## config.mk

```make
export PLATFORM = sky130hd
export DESIGN_NAME = commit_ctrl
export DESIGN_NICKNAME = d
export VERILOG_FILES = /design/src/rtl/commit_ctrl.sv
export SDC_FILE = /design/constraint.sdc
export NUM_CORES = 1
export LEC_CHECK = 0
export BUFFER_PORTS_ARGS = -buffer_cell sky130_fd_sc_hd__buf_2
export CORE_UTILIZATION = 41
export CTS_BUF_LIST = sky130_fd_sc_hd__clkbuf_8
export CTS_CLUSTER_SIZE = 20
export DETAILED_ROUTE_END_ITERATION = 8
export PLACE_DENSITY = 0.82
export REMOVE_ABC_BUFFERS = 1
export SLEW_MARGIN = 10
export SYNTH_ARGS = -nofsm -noshare
export SYNTH_HDL_FRONTEND = slang
export SYNTH_SLANG_ARGS = --single-unit
```

## constraint.sdc

```tcl
create_clock -name clk_in -period 3.2 [get_ports clk_in]
set_clock_uncertainty 0.05 [all_clocks]
set_input_delay 0.8 -clock clk_in [delete_from_list [all_inputs] [get_ports clk_in]]
set_output_delay 0.8 -clock clk_in [all_outputs]
set_load 0.01 [all_outputs]
```

## src/rtl/commit_ctrl.sv

```systemverilog
// In-order commit sequencer: retires the ROB head into the regfile, handshakes stores
// with the LSB, and raises flush/redirect on mispredicts. Optional counter: COMMIT_STAT_EN.
module commit_ctrl #(
  parameter int ROB_WIDTH = 4
) (
  input  logic                 clk_in,
  input  logic                 rst_in,
  input  logic                 rdy_in,
  input  logic                 head_valid,
  input  logic                 head_ready,
  input  logic [ROB_WIDTH-1:0] head_rob_id,
  input  logic [1:0]           head_type,
  input  logic [4:0]           head_rd,
  input  logic [31:0]          head_val,
  input  logic                 head_mispredict,
  input  logic [31:0]          head_target,
  output logic                 pop,
  output logic                 commit_ready,
  output logic [4:0]           commit_reg_id,
  output logic [31:0]          commit_val,
  output logic [ROB_WIDTH-1:0] commit_rob_id,
  output logic                 store_req,
  output logic [ROB_WIDTH-1:0] store_rob_id,
  input  logic                 store_done,
  output logic                 clear,
  output logic                 redirect_valid,
  output logic [31:0]          redirect_pc,
  output logic                 halt,
  output logic [31:0]          commit_count
);

  typedef enum logic [1:0] {RUN, STORE_WAIT, FLUSH, HALTED} state_t;

  state_t state, state_nxt;
  logic   eligible;
  logic   active;
  logic   mispredict_pop;
  logic   halt_pop;

  assign eligible = head_valid && head_ready;
  assign active   = rdy_in && !rst_in;

  always_ff @(posedge clk_in) begin
    if (rst_in)      state <= RUN;
    else if (rdy_in) state <= state_nxt;
  end

  always_comb begin
    state_nxt = state;
    case (state)
      RUN: begin
        if (eligible) begin
          case (head_type)
            2'd1:    state_nxt = STORE_WAIT;
            2'd2:    if (head_mispredict) state_nxt = FLUSH;
            2'd3:    state_nxt = HALTED;
            default: state_nxt = RUN;
          endcase
        end
      end
      STORE_WAIT: if (store_done) state_nxt = RUN;
      FLUSH:      state_nxt = RUN;
      default:    state_nxt = HALTED;
    endcase
  end

  always_comb begin
    pop          = 1'b0;
    commit_ready = 1'b0;
    store_req    = 1'b0;
    if (active) begin
      case (state)
        RUN: begin
          if (eligible) begin
            case (head_type)
              2'd0, 2'd2: begin
                pop          = 1'b1;
                commit_ready = (head_rd != 5'd0);
              end
              2'd1:    store_req = 1'b1;
              default: pop = 1'b1;
            endcase
          end
        end
        STORE_WAIT: pop = store_done;
        default: ;
      endcase
    end
    commit_reg_id = commit_ready ? head_rd     : '0;
    commit_val    = commit_ready ? head_val    : '0;
    commit_rob_id = commit_ready ? head_rob_id : '0;
  end

  // pop already implies RUN-with-eligible-head for these two types
  assign mispredict_pop = pop && (state == RUN) && (head_type == 2'd2) && head_mispredict;
  assign halt_pop       = pop && (state == RUN) && (head_type == 2'd3);

  always_ff @(posedge clk_in) begin
    if (rst_in) begin
      clear          <= 1'b0;
      redirect_valid <= 1'b0;
      redirect_pc    <= '0;
      halt           <= 1'b0;
      store_rob_id   <= '0;
    end else if (rdy_in) begin
      clear          <= mispredict_pop;
      redirect_valid <= mispredict_pop;
      if (mispredict_pop) redirect_pc  <= head_target;
      if (store_req)      store_rob_id <= head_rob_id;
      if (halt_pop)       halt         <= 1'b1;
    end
  end

`ifdef COMMIT_STAT_EN
  logic [31:0] count_q;

  always_ff @(posedge clk_in) begin
    if (rst_in)   count_q <= '0;
    else if (pop) count_q <= count_q + 32'd1;
  end

  assign commit_count = count_q;
`else
  assign commit_count = '0;
`endif

endmodule

```

==> results.sh <==
export IMPL_rsz0062_at_grt="false"
export IMPL_swShare=0.270
export IMPL_worst_pin_slew_ns=0.747
export IMPL_met1_usage=0.232
export IMPL_portBuffers=164
export IMPL_worstPathArrival_ns=2.20
export IMPL_drive_above_1_share=0.486
export IMPL_synthDistinctLibCells=40
export IMPL_synth_top_cell_area_share=0.310
export IMPL_finalNonFillerCells=515
export IMPL_finalHoldViolCount=0
export IMPL_setup_tns_final_ns=0
export IMPL_grt_usage=0.205
export IMPL_p_per_area_mw_per_mm2=330
export IMPL_rows=28
export IMPL_whs_ns=0.419
export IMPL_io_pins=197
export IMPL_vias=2630
export IMPL_antenna_found_initial=0
export IMPL_grt_max_degree=38
export IMPL_synthArstFlopShare=0
export IMPL_drv_cap=0
export IMPL_die_width_um=81.3
export IMPL_comb_power_share=0.191
export IMPL_root_buffer="clkbuf_8"
export IMPL_yosys_top_cells_area="dfxtp_1 (31%), nor3b_2 (14%), buf_4 (9.6%)"
export IMPL_cp_max_fo=37
export IMPL_power_internal_uw=820
export IMPL_setup_violations=0
export IMPL_die_area_sq_mm=0.00661
export IMPL_htreeDepth=2
export IMPL_area_growth_pct=32.1
export IMPL_end_kind="output pin"
export IMPL_crit_type="reg -> out"
export IMPL_crit_required_ns=2.35
export IMPL_maxSlewViolCount=0
export IMPL_dp_slack_ns=0.191
export IMPL_place_area_sq_mm=0.00330
export IMPL_clockPowerShare=0.356
export IMPL_wl_per_cell_um=14.1
export IMPL_critPathLaunchType="flip-flop"
export IMPL_avgSynthCellArea_sq_um=8.99
export IMPL_die_y_um=81.3
export IMPL_dp_final_hpwl_mm=5.42
export IMPL_clockBufferDepth=2
export IMPL_fin_nets=523
export IMPL_hold_path_class="reg -> reg"
export IMPL_fin_ws_ns=0.148
export IMPL_dr_pass1_iters=4
export IMPL_power_mw=1.12
export IMPL_synth_main_ff_cell="dfxtp_1"
export IMPL_clk_latency_ns=0.28
export IMPL_synthCells=287
export IMPL_p_sw_uw=304
export IMPL_drtAntennaViolNets=0
export IMPL_max_slew_margin=0.501
export IMPL_cts_tree="built"
export IMPL_synth_seq_area_share=0.310
export IMPL_core_sq_mm=0.00599
export IMPL_ir_drop_mv=0.210
export IMPL_fin_util=0.569
export IMPL_ys_warn_count=0
export IMPL_status="complete, no violations"
export IMPL_ys_seq_elements=40
export IMPL_post_cts_resized=0
export IMPL_yosys_area_top_type="dfxtp_1"
export IMPL_post_route_drc_count=0
export IMPL_layout_worst_path_cycle_share=0.954
export IMPL_final_cell_area_sq_mm=0.00341
export IMPL_place_inst=507
export IMPL_netlist_area_sq_mm=0.00258
export IMPL_fmax_ghz=0.328
export IMPL_period_needed_ns=3.05
export IMPL_hold_buffers=0
export IMPL_diodes=0
export IMPL_initial_utilization=0.431
export IMPL_synth_edff_count=0
export IMPL_numCtsBuffers=5
export IMPL_final_cell_mix="buf_2 (164), dfxtp_1 (40), inv_1 (33), conb_1 (32)"
export IMPL_final_common_cell="buf_2"
export IMPL_cts_setup_buffers=0
export IMPL_drtIter0Drc=92
export IMPL_clock_sinks=40
export IMPL_wirelength_mm=7.25
export IMPL_via_per_inst=5.11
export IMPL_met3_usage=0.0393
export IMPL_p_leak_nw=1.77
export IMPL_power_frac_seq=0.453
export IMPL_busiest_layer="met2"
export IMPL_grt_ovfl_total=0
export IMPL_grt_pass1_wl_mm=10.5
export IMPL_grt_pass1_vias=2194
export IMPL_clkSlewWorstSetupHoldPaths_ns=0.08
export IMPL_grt_util_met2=0.383
export IMPL_place_congestion=0.863
[worst max-delay path, cell delays in order, from the launching register on]
cell      delay, ns
dfxtp_1        0.32
inv_1          0.08
ha_1           0.34
nand3b_2       0.12
or3_2          0.46
buf_12         0.20
nor3b_1        0.22
buf_2          0.17
[cells by family after synthesis]
group / count (synthesis) / share of synthesized area
buffers and inverters: 91 / 0.205
DFF: 40 / 0.310
and+or+nand+nor: 70 / 0.247
muxes: 2 / 0.00873
AOI/OAI and AO/OA: 81 / 0.218
adders and majority gates: 2 / 0.00970
other: 1 / 0.00145
[power groups by stage]
stage                     Sequential, mW  Clock, mW  Combinational, mW
after floorplan                    0.522          0              0.107
after global placement             0.520          0              0.208
after detailed placement           0.520          0              0.211
after CTS                          0.509      0.411              0.212
after global routing               0.510      0.433              0.234
final                              0.509      0.400              0.214
[worst paths after layout]
path	cells after the start	to	slack, ns	startpoint
max reg2reg	6	store_rob_id[3]	1.10	state[0]
max	7	commit_rob_id[3]	0.15	state[0]
min reg2reg	2	redirect_pc[16]	0.42	redirect_pc[16]
min	2	redirect_pc[16]	0.42	redirect_pc[16]
[registers in the layout (all words and copies together), names as in the netlist]
| name | count |
|---|---|
| redirect_pc | 32 |
| store_rob_id | 4 |
| state | 2 |
| halt | 1 |
| redirect_valid | 1 |
[final cells by class]
type	count	area, sq um
clock buffer	5	68.8
sequential	40	801
inverter	32	120
timing repair buffer	173	913
multi-input combinational	187	1370
clock inverter	3	38.8
tap	75	93.8
fill	553	2580
[synth_stat cells, drive strengths merged (2+ instances only)]
library cell,n
ha,2
dfxtp,40
o311ai,28
nor2,2
nor2b,3
a21oi,8
nand2,2
and2,6
o31ai,7
nand4,7
buf,43
o21ai,29
a221oi,2
nand3b,2
nor3,2
nand2b,3
mux2,2
inv,32
and3b,2
nor3b,36
clkbuf,16
[routing by layer]
layer,share of wire,wire [um]
met2,0.51,3730
met5,0,0
met4,0.0095,69
met3,0.080,580
met1,0.40,2870
(Power assumes the default switching activity.)
